`src/rtl/calc_unit_seq_pkg.sv`:
```
// Shared types for the sequential calculator: opcode encoding, FSM states and
// a helper that flags opcodes outside the defined set.
package calc_unit_seq_pkg;

   localparam int OP_W = 3;

   typedef enum logic [OP_W-1:0] {
      OP_ADD = 3'd0,
      OP_SUB = 3'd1,
      OP_AND = 3'd2,
      OP_OR  = 3'd3,
      OP_XOR = 3'd4,
      OP_MUL = 3'd5
   } opcode_t;

   typedef enum logic [1:0] {
      IDLE    = 2'd0,
      MUL_RUN = 2'd1,
      DONE    = 2'd2
   } state_t;

   // Codes 6 and 7 have no operation behind them.
   function automatic logic op_reserved(input logic [OP_W-1:0] op);
      return (op > 3'd5);
   endfunction

endpackage

```
`src/rtl/calc_shift_add_mul.sv`:
```
// Iterative unsigned shift-add multiplier: one bit of b per cycle, LSB first,
// result available on the cycle done is high.
module calc_shift_add_mul #(
   parameter int WIDTH = 4
) (
   input  logic               clock,
   input  logic               reset_n,
   input  logic               start,
   input  logic [WIDTH-1:0]   a,
   input  logic [WIDTH-1:0]   b,
   output logic               busy,
   output logic               done,
   output logic [2*WIDTH-1:0] product
);

   localparam int CNT_W = $clog2(WIDTH + 1);

   logic [2*WIDTH-1:0] mcand;
   logic [2*WIDTH-1:0] acc;
   logic [2*WIDTH-1:0] addend;
   logic [WIDTH-1:0]   mplier;
   logic [CNT_W-1:0]   cnt;

   // product already includes this cycle's partial product, so the final
   // value can be captured on the same edge that retires the last bit.
   always_comb begin
      addend  = mplier[0] ? mcand : '0;
      product = acc + addend;
      done    = busy && (cnt == CNT_W'(1));
   end

   always_ff @(posedge clock or negedge reset_n) begin
      if (!reset_n) begin
         busy   <= 1'b0;
         cnt    <= '0;
         mcand  <= '0;
         mplier <= '0;
         acc    <= '0;
      end else if (start) begin
         busy   <= 1'b1;
         cnt    <= CNT_W'(WIDTH);
         mcand  <= {{WIDTH{1'b0}}, a};
         mplier <= b;
         acc    <= '0;
      end else if (busy) begin
         acc    <= product;
         mcand  <= mcand << 1;
         mplier <= mplier >> 1;
         cnt    <= cnt - CNT_W'(1);
         if (done) begin
            busy <= 1'b0;
         end
      end
   end

endmodule

```
`src/rtl/calc_unit_seq.sv`:
```
// Handshaked calculator: single-cycle ALU ops, iterative MUL, and an output
// register that holds result/flags until the consumer takes them.
module calc_unit_seq
   import calc_unit_seq_pkg::*;
#(
   parameter int WIDTH = 4
) (
   input  logic               clock,
   input  logic               reset_n,
   input  logic               in_valid,
   output logic               in_ready,
   input  logic [WIDTH-1:0]   in_a,
   input  logic [WIDTH-1:0]   in_b,
   input  opcode_t            in_op,
   output logic               out_valid,
   input  logic               out_ready,
   output logic [2*WIDTH-1:0] result,
   output logic               carry,
   output logic               zero,
   output logic               err
);

   state_t             state;
   state_t             state_nxt;
   logic               accept;
   logic               is_mul;
   logic               mul_start;
   logic               mul_busy;
   logic               mul_done;
   logic [2*WIDTH-1:0] mul_product;
   logic [WIDTH:0]     sum;
   logic [WIDTH:0]     diff;
   logic [2*WIDTH-1:0] alu_result;
   logic               alu_carry;
   logic               alu_err;

   assign in_ready  = reset_n && ((state == IDLE) || ((state == DONE) && out_ready));
   assign out_valid = (state == DONE);
   assign accept    = in_valid && in_ready;
   assign is_mul    = (in_op == OP_MUL);
   assign mul_start = accept && is_mul;

   calc_shift_add_mul #(
      .WIDTH (WIDTH)
   ) u_mul (
      .clock   (clock),
      .reset_n (reset_n),
      .start   (mul_start),
      .a       (in_a),
      .b       (in_b),
      .busy    (mul_busy),
      .done    (mul_done),
      .product (mul_product)
   );

   // Single-cycle ALU; the extra top bit of sum/diff gives carry and borrow.
   always_comb begin
      sum        = {1'b0, in_a} + {1'b0, in_b};
      diff       = {1'b0, in_a} - {1'b0, in_b};
      alu_result = '0;
      alu_carry  = 1'b0;
      alu_err    = 1'b0;
      case (in_op)
         OP_ADD: begin
            alu_result = {{(WIDTH-1){1'b0}}, sum};
            alu_carry  = sum[WIDTH];
         end
         OP_SUB: begin
            alu_result = {{WIDTH{1'b0}}, diff[WIDTH-1:0]};
            alu_carry  = diff[WIDTH];
         end
         OP_AND:  alu_result = {{WIDTH{1'b0}}, in_a & in_b};
         OP_OR:   alu_result = {{WIDTH{1'b0}}, in_a | in_b};
         OP_XOR:  alu_result = {{WIDTH{1'b0}}, in_a ^ in_b};
         OP_MUL:  alu_result = '0;
         default: alu_err    = op_reserved(in_op);
      endcase
   end

   always_comb begin
      state_nxt = state;
      case (state)
         IDLE: begin
            if (accept) begin
               state_nxt = is_mul ? MUL_RUN : DONE;
            end
         end
         MUL_RUN: begin
            // A multiplier that is idle here can never finish; fall out to DONE.
            if (mul_done || !mul_busy) begin
               state_nxt = DONE;
            end
         end
         DONE: begin
            if (out_ready) begin
               if (accept) begin
                  state_nxt = is_mul ? MUL_RUN : DONE;
               end else begin
                  state_nxt = IDLE;
               end
            end
         end
         default: state_nxt = IDLE;
      endcase
   end

   always_ff @(posedge clock or negedge reset_n) begin
      if (!reset_n) begin
         state <= IDLE;
      end else begin
         state <= state_nxt;
      end
   end

   // Output register: loads only on a non-MUL accept or the final MUL step,
   // so it holds while the consumer stalls.
   always_ff @(posedge clock or negedge reset_n) begin
      if (!reset_n) begin
         result <= '0;
         carry  <= 1'b0;
         zero   <= 1'b0;
         err    <= 1'b0;
      end else if (accept && !is_mul) begin
         result <= alu_result;
         carry  <= alu_carry;
         zero   <= (alu_result == '0);
         err    <= alu_err;
      end else if ((state == MUL_RUN) && mul_done) begin
         result <= mul_product;
         carry  <= 1'b0;
         zero   <= (mul_product == '0);
         err    <= 1'b0;
      end
   end

endmodule

```
`config.mk`:
```
export PLATFORM = sky130hd
export DESIGN_NAME = calc_unit_seq
export DESIGN_NICKNAME = d
export VERILOG_FILES = /design/src/rtl/calc_unit_seq_pkg.sv /design/src/rtl/calc_shift_add_mul.sv /design/src/rtl/calc_unit_seq.sv
export SDC_FILE = /design/constraint.sdc
export NUM_CORES = 1
export LEC_CHECK = 0
export ABC_AREA = 1
export BUFFER_PORTS_ARGS = -buffer_cell sky130_fd_sc_hd__buf_2
export CORE_ASPECT_RATIO = 1.2
export CORE_UTILIZATION = 55
export CTS_CLUSTER_SIZE = 25
export DETAILED_ROUTE_END_ITERATION = 16
export GPL_TIMING_DRIVEN = 1
export PLACE_DENSITY = 0.79
export SETUP_SLACK_MARGIN = 0.02
export SLEW_MARGIN = 30
export SYNTH_ARGS = -nofsm -noshare
export SYNTH_HDL_FRONTEND = slang
export SYNTH_SLANG_ARGS = --single-unit
```
`constraint.sdc`:
```
create_clock -name clock -period 5.64 [get_ports clock]
set_input_delay 1.128 -clock clock [delete_from_list [all_inputs] [get_ports clock]]
set_output_delay 1.128 -clock clock [all_outputs]
set_load 0.05 [all_outputs]
```
==> impl_metrics.ini, run 1 <==
[timing]
fmax_ghz = 0.297
fin_crit_sh_pct = 59.7
slew_headroom_pct = 69.2
setup_viol = 0
holdWs_ns = 0.487
rsz0062_at_grt = no
tightest_slew_ns = 0.463
fin_tns_setup_ns = 0
setup_ws_ns = 2.27
fin_crit_ns = 3.37
finalMaxSlewViolations = 0
skew_ns = 0.00540
hold_violations = 0

[route]
drt_iter0_drc = 120
finalWirelength_um = 5440
drc = 0
vias_per_cell = 5.29
wire_per_inst_um = 12.8
route.antenna.remaining_nets = 0
vias = 2253
drtPass1Iterations = 4

[floorplanning]
die_w_um = 65.5
core_um2 = 4630
initial_utilization_pct = 57.4
dieArea_um2 = 5110
die_h_um = 78.1
io_pins = 28
std_cell_rows = 27

[global_route]
grt_max_degree = 39
met2_usage_pct = 40.2
grt_util_all_layers_pct = 23.5
antenna_found_initial = 0
top_usage_layer = met2
grt_use_met3_pct = 4.22
met1_usage_pct = 29.1
grt_pass1_vias = 2102
grt.overflow.total = 0
grt_pass1_wl_um = 9150

[clock_tree]
ctsHtreeMaxLevel = 2
cts_made_buffers = 5
tritoncts = yes
clockBufferDepth = 2
clk_pin_slew_ns = 0.07
hold_buffers = 0
cts.repair.resized = 0
cts-root-buf = clkbuf_8
cts_setup_buffers = 0
cts_sinks = 37
clk_latency_ns = 0.29

[worst_setup_path]
r2r_cells = 10
path_max_fanout = 38
cp.required_ns = 4.51
critical_path_class = in2out
worst_setup_path_end_kind = output port
cp-start-kind = input port
worstPathArrival_ns = 2.24

[layout]
fin_nets = 407
n_fill_cell = 443
drive_gt1_share_pct = 17.4
instances_no_fill = 426
final_common_cell = nand2_1
syn2layout_area_growth_pct = 8.66
multi_input_area_um2 = 1420
fin_area_um2 = 2890
final_cell_mix = nand2_1, inv_1, dfrtp_1
seq_area_um2 = 926
diodes = 0

[yosys]
syn_avg_cell_area_um2 = 7.79
yosysWarnings = 0
syn_inst = 341
syn_nets = 380
ys_ff_latch = 37
yosysUniqueCellTypes = 43
yosysSeqAreaShare_pct = 34.8
synth_area_um2 = 2660

[flow_run]
drv_cap = 0

[placed_design]
place.gp.congestion = 0.883
dpl_worst_slack_ns = 2.22
numPortBuffers = 27
dp_hpwl_um = 4290
post-place-cells = 419
place_area_um2 = 2800

[power_and_ir_drop]
p_leak_nw = 1.58
powerDensity_nw_per_um2 = 380
ir_worst_vdd_mv = 0.208

[min_path]
holdPathStages = 2
hold_class = reg2reg

[status]
status = finished clean
==> routing by layer <==
metal,wire length [µm],share of wire (%),up-vias
li1,-,-,1154
met4,74,1.4,0
met2,2670,49,45
met1,2520,46,1047
met5,0,0,-
met3,181,3.3,7
==> power by group <==
part           switching (mW)  internal (mW)
combinational           0.345          0.158
sequential             0.0595          0.350
clock                  0.0884         0.0969
==> cell families after synthesis <==
logic type,share of synthesized area [%]
AOI/OAI and AO/OA,11.4
xor gates and xnor gates,0.659
adders and majority gates,12.1
buffers and inverters,11.6
DFF,34.8
and+or+nand+nor,29.4
==> worst paths after layout <==
path                                                 end                         from  slack (ns)
worst max-delay path                            in_ready                      reset_n        2.27
worst min-delay path               result[7]$_DFFE_PN0P_        result[7]$_DFFE_PN0P_        0.49
worst max register to register     result[4]$_DFFE_PN0P_  u_mul.mplier[0]$_DFFE_PN0P_        3.61
worst min register to register     result[7]$_DFFE_PN0P_        result[7]$_DFFE_PN0P_        0.49
max in group asynchronous          result[3]$_DFFE_PN0P_                      reset_n        4.44
min in group asynchronous       u_mul.cnt[1]$_DFFE_PN0P_                      reset_n        0.87
==> per-stage QoR <==
| stage | util, % | power (mW) |
|---|---|---|
| after floorplan | - | 0.812 |
| after CTS | 62.4 | 1.11 |
| after global routing | 62.4 | 1.18 |
| final | 62.4 | 1.10 |
| after global placement | 60.5 | 0.905 |
| after detailed placement | 60.5 | 0.922 |
==> cell type report <==
cell class                 count  area share [%]
sequential                    37            32.1
multi-input combinational    234            49.3
timing repair buffer          28            4.94
tap                           58            2.51
clock buffer                   7            2.99
inverter                      62            8.19
==> critical path, stage by stage <==
cell and delay [ns]:
buf_2 0.07, buf_4 0.39, inv_1 0.10, nor2_2 0.15
o21a_1 0.13, buf_2 0.25
==> flip-flops by register name (all words and copies together), names as in the netlist, 2 cells and up <==
name / count
result: 8
u_mul.acc: 8
u_mul.mcand: 8
u_mul.mplier: 4
u_mul.cnt: 3
state: 2
==> cells in the mapped netlist, drive strengths merged <==
cell	instances	share of area, %
and3	1	0.42
nand3	26	5.6
buf	7	2.5
o211ai	5	1.6
o221ai	4	1.8
or2	2	0.47
xor2	2	0.66
inv	60	8.6
dfrtp	37	35
clkbuf	1	0.19
a21oi	7	1.3
nand2	95	15
nand3b	2	0.56
nor3	2	0.56
o21ai	19	3.7
a32o	1	0.38
o21bai	1	0.28
nor2	23	3.9
o22ai	6	1.4
ha	21	9.9
nand4	11	2.8
clkinv	2	0.33
fa	3	2.3
a22o	1	0.33
o31ai	1	0.28
o21a	1	0.28
No activity file was read; power rests on OpenSTA's default activity.
==> run 2: changes to the inputs <==
Settings changed: CORE_UTILIZATION 55 to 53, PLACE_DENSITY 0.79 to 0.8.
Clock period 5.64 ns to 2.93 ns, I/O delays scaled along.
==> run 2 against run 1 <==
  * Combinational power rose by 94%
  * Wire length rose by 2.9%
  * Global-route usage rose by 0.96 points
  * Worst hold slack got worse by 0.088 ns
  * Largest cell class unchanged
  * Highest routed layer unchanged
==> impl_metrics.ini, run 2 (synthesized netlist as in run 1, its figures left out) <==
[clock_tree]
clockBufferDepth = 2
tritoncts = yes
cts_sinks = 37
clk_pin_slew_ns = 0.08
cts_setup_buffers = 0
clk_latency_ns = 0.29
cts.repair.resized = 0
cts-root-buf = clkbuf_8
cts_made_buffers = 5
ctsHtreeMaxLevel = 2
hold_buffers = 0

[worst_setup_path]
crit_path_start = u_mul.mplier[0]$_DFFE_PN0P_
cp-start-kind = register
worstReg2RegStart = u_mul.mplier[0]$_DFFE_PN0P_
cp.required_ns = 3.16
r2r_cells = 11
worst_setup_path_end_kind = register
r2r_slack_ns = 0.87
path_max_fanout = 9
crit_path_end = zero$_DFFE_PN0P_
worst_r2r_endpoint = zero$_DFFE_PN0P_
worstPathArrival_ns = 2.29
critical_path_class = reg2reg

[global_route]
grt_util_all_layers_pct = 24.4
grt_max_degree = 38
grt_pass1_wl_um = 9870
antenna_found_initial = 0
grt_pass1_vias = 2128
grt.overflow.total = 0

[route]
drt_iter0_drc = 175
finalWirelength_um = 5600
drc = 0
route.antenna.remaining_nets = 0
vias_per_cell = 5.32
drtPass1Iterations = 4
wire_per_inst_um = 13.1
vias = 2272

[layout]
diodes = 0
fin_area_um2 = 2890
largestRegisters = result x8, u_mul.acc x8, u_mul.mcand x8
drive_gt1_share_pct = 17.9
final_common_cell = nand2_1
syn2layout_area_growth_pct = 8.66
instances_no_fill = 427
final_cell_mix = nand2_1, inv_1, dfrtp_1
fin_nets = 407
final_core_util_pct = 61.5

[timing]
fmax_ghz = 0.486
skew_ns = 0.00481
holdWs_ns = 0.399
fin_crit_sh_pct = 70.3
rsz0062_at_grt = no
slew_headroom_pct = 69.9
fin_tns_setup_ns = 0
tightest_slew_ns = 0.452
hold_violations = 0
finalMaxSlewViolations = 0
fin_crit_ns = 2.06
setup_ws_ns = 0.871
setup_viol = 0

[floorplanning]
die_h_um = 79.6
core_um2 = 4700
dieArea_um2 = 5300
io_pins = 28
initial_utilization_pct = 56.6
die_w_um = 66.6
std_cell_rows = 27

[placed_design]
dp_hpwl_um = 4490
place_area_um2 = 2800
dpl_worst_slack_ns = 0.795
place.gp.congestion = 0.897
post-place-cells = 419
numPortBuffers = 27

[power_and_ir_drop]
power.total_mw = 2.12
powerDensity_nw_per_um2 = 735
p_leak_nw = 1.58
ir_worst_vdd_mv = 0.496

[status]
status = finished clean

[min_path]
hold_class = in2async

[flow_run]
drv_cap = 0
==> run 2: worst min-delay path by stage <==
| stage | cells after the start | to | slack (ns) | start |
|---|---|---|---|---|
| floorplan | 0 | carry$_DFFE_PN0P_ | 0.29 | reset_n |
| global placement | 2 | result[7]$_DFFE_PN0P_ | 0.46 | result[7]$_DFFE_PN0P_ |
| detailed placement | 1 | err$_DFFE_PN0P_ | 0.48 | err$_DFFE_PN0P_ |
| CTS | 2 | result[1]$_DFFE_PN0P_ | 0.42 | reset_n |
| global route | 2 | u_mul.acc[5]$_DFFE_PN0P_ | 0.44 | reset_n |
| finish | 2 | result[1]$_DFFE_PN0P_ | 0.40 | reset_n |
==> run 2: area by class of cell <==
type	count	area, µm²
fillers	424	1810
multi-input cells	234	1420
flip-flops and latches	37	926
inverters	62	236
repair buffers	28	143
well taps	58	72.6
clock buffers	5	68.8
clock inverters	3	17.5
==> run 2: critical path, cell delays in order, from the launching register on <==
cell and delay, ns:
dfrtp_1 0.48, nand2_1 0.11, inv_1 0.05, ha_1 0.21, fa_1 0.43, nand3_1 0.13
nand4_1 0.10, nand2_1 0.15, nand3_1 0.09, nor2_1 0.09, nand4_1 0.08, nand3_1 0.08
==> run 2: per-layer routing <==
layer | vias up | track usage (%) | routed length (µm)
li1 | 1155 | - | -
met1 | 1054 | 32.1 | 2560
met2 | 50 | 40.4 | 2680
met3 | 13 | 3.71 | 238
met4 | 0 | 8.30 | 122
met5 | - | 0 | 0
==> run 2: report_power, final <==
part | switching [mW] | internal (mW) | total [mW]
registers | 0.118 | 0.674 | 0.791
logic | 0.672 | 0.306 | 0.978
clock network | 0.188 | 0.164 | 0.352
==> run 3: changes to the inputs <==
Settings changed: CORE_UTILIZATION 53 to 55, PLACE_DENSITY 0.8 to 0.79.
Clock period 2.93 ns to 2.2 ns, I/O delays scaled along.
==> run 3 against run 2 <==
  * Non-clock buffer count is 1 higher
  * Cell count is 0.23% higher
  * Clock power is 44% higher
  * Global-route usage up 0.45 points
  * Combinational power rose by 35%
  * Largest cell class unchanged
  * Highest routed layer unchanged
  * Worst hold slack lost 0.21 ns
  * Sequential power grew 31%
  * Critical endpoint unchanged
  * Count of clock-buffer cells in the layout rose by 1
  * Wire length up 2.1%
  * Flip-flop and latch count unchanged
==> impl_metrics.ini, run 3 (synthesized netlist as in run 1, its figures left out) <==
[status]
status = finished clean

[route]
drc = 0
vias = 2263
wire_per_inst_um = 13.4
finalWirelength_um = 5720
route.antenna.remaining_nets = 0
drtPass1Iterations = 4
drt_iter0_drc = 132
vias_per_cell = 5.29

[layout]
syn2layout_area_growth_pct = 9.32
final_cell_mix = nand2_1, inv_1, dfrtp_1
diodes = 0
seq_area_um2 = 926
largestRegisters = result x8, u_mul.acc x8, u_mul.mcand x8
drive_gt1_share_pct = 18.1
fin_nets = 408
multi_input_area_um2 = 1420
n_fill_cell = 427
final_common_cell = nand2_1
instances_no_fill = 428

[timing]
fin_crit_sh_pct = 90.5
fin_tns_setup_ns = 0
tightest_slew_ns = 0.468
setup_viol = 0
skew_ns = 0.0156
holdWs_ns = 0.187
finalMaxSlewViolations = 0
rsz0062_at_grt = no
hold_violations = 0
fmax_ghz = 0.502
fin_crit_ns = 1.99
slew_headroom_pct = 68.8

[placed_design]
dp_hpwl_um = 4490
place.gp.congestion = 0.985
post-place-cells = 420
numPortBuffers = 27

[clock_tree]
clockBufferDepth = 2
tritoncts = yes
cts_sinks = 37
cts_made_buffers = 5
clk_pin_slew_ns = 0.08
cts.repair.resized = 0
cts-root-buf = clkbuf_8
hold_buffers = 0
cts_setup_buffers = 0
clk_latency_ns = 0.30
ctsHtreeMaxLevel = 2

[power_and_ir_drop]
power.total_mw = 2.87
p_seq_share_pct = 36.2
pwr-share-comb_pct = 46.1
internal_power_mw = 1.57
switchingPower_mw = 1.30
p_clk_share_pct = 17.6
ir_worst_vdd_mv = 0.562
powerDensity_nw_per_um2 = 988
swShare_pct = 45.4
p_leak_nw = 1.59

[flow_run]
drv_cap = 0

[worst_setup_path]
cp.required_ns = 2.37
crit_slowest_cell = fa_1
path_max_fanout = 4
worstReg2RegStart = u_mul.mplier[0]$_DFFE_PN0P_
critical_path_class = reg2reg
worst_r2r_endpoint = zero$_DFFE_PN0P_
path_cells = nand2_1 > inv_1 > ha_1 > fa_1 > nand3_1 > nand3_1 > nand2_1 > nand2_1 > nand3_1 > nor2_1 > nand4_1 > nand3_1
r2r_slack_ns = 0.21
worstPathArrival_ns = 2.16
critPathMaxStageDelay_ns = 0.44
cpMostUsedCell = nand3_1
cp-start-kind = register
worst_setup_path_end_kind = register
r2r_cells = 12

[floorplanning]
std_cell_rows = 27
core_um2 = 4630
io_pins = 28
die_h_um = 78.1
die_w_um = 65.5
dieArea_um2 = 5110
initial_utilization_pct = 57.4

[global_route]
grt_util_all_layers_pct = 24.9
grt_pass1_wl_um = 9710
grt_max_degree = 38
grt.overflow.total = 0
antenna_found_initial = 0
grt_pass1_vias = 2150

[min_path]
hold_class = in2async
==> run 3: worst max path at each step <==
stage	start	endpoint	depth (start not counted)
CTS	u_mul.mplier[0]$_DFFE_PN0P_	zero$_DFFE_PN0P_	12
global route	u_mul.mplier[0]$_DFFE_PN0P_	zero$_DFFE_PN0P_	12
global placement	in_a[0]	zero$_DFFE_PN0P_	9
detailed placement	in_b[0]	result[2]$_DFFE_PN0P_	8
floorplan	u_mul.mplier[0]$_DFFE_PN0P_	zero$_DFFE_PN0P_	13
finish	u_mul.mplier[0]$_DFFE_PN0P_	zero$_DFFE_PN0P_	12
==> run 3: area by class of cell <==
type | count | area share (%)
multi-input combinational | 234 | 49.0
sequential | 37 | 31.9
inverter | 62 | 8.14
timing repair buffer | 29 | 5.17
clock buffer | 6 | 2.84
tap | 58 | 2.50
clock inverter | 2 | 0.474
==> run 3: stage by stage <==
| stage | util [%] | worst slack [ns] | area (µm²) |
|---|---|---|---|
| after global placement | 60.7 | 0.232 | 2810 |
| after global routing | 62.8 | 0.0719 | 2910 |
| after floorplan | - | 0.375 | 2660 |
| after detailed placement | 60.7 | 0.196 | 2810 |
| after CTS | 62.8 | 0.214 | 2910 |
| final | 62.8 | 0.209 | 2910 |
==> run 3: metal layers <==
metal	wire length, µm	global-route usage [%]	share of wire [%]	vias to the layer above
met1	2610	31.3	46	1061
met4	80	9.57	1.4	0
met2	2850	42.1	50	40
met5	0	0	0	-
met3	175	4.07	3.1	6
li1	-	-	-	1156
==> run 3: critical path: cells and delay by family, from the launching register on <==
family / cells / cell delay (ns)
DFF: 1 / 0.41
adders and majority gates: 2 / 0.65
and+or+nand+nor: 9 / 0.78
buffers and inverters: 1 / 0.04
==> run 3: power groups by stage <==
stage,clock network (mW),registers [mW],logic [mW]
floorplan,0,1.19,0.892
global placement,0,1.04,1.29
detailed placement,0,1.05,1.32
CTS,0.511,1.04,1.33
global route,0.542,1.07,1.46
finish,0.506,1.04,1.32
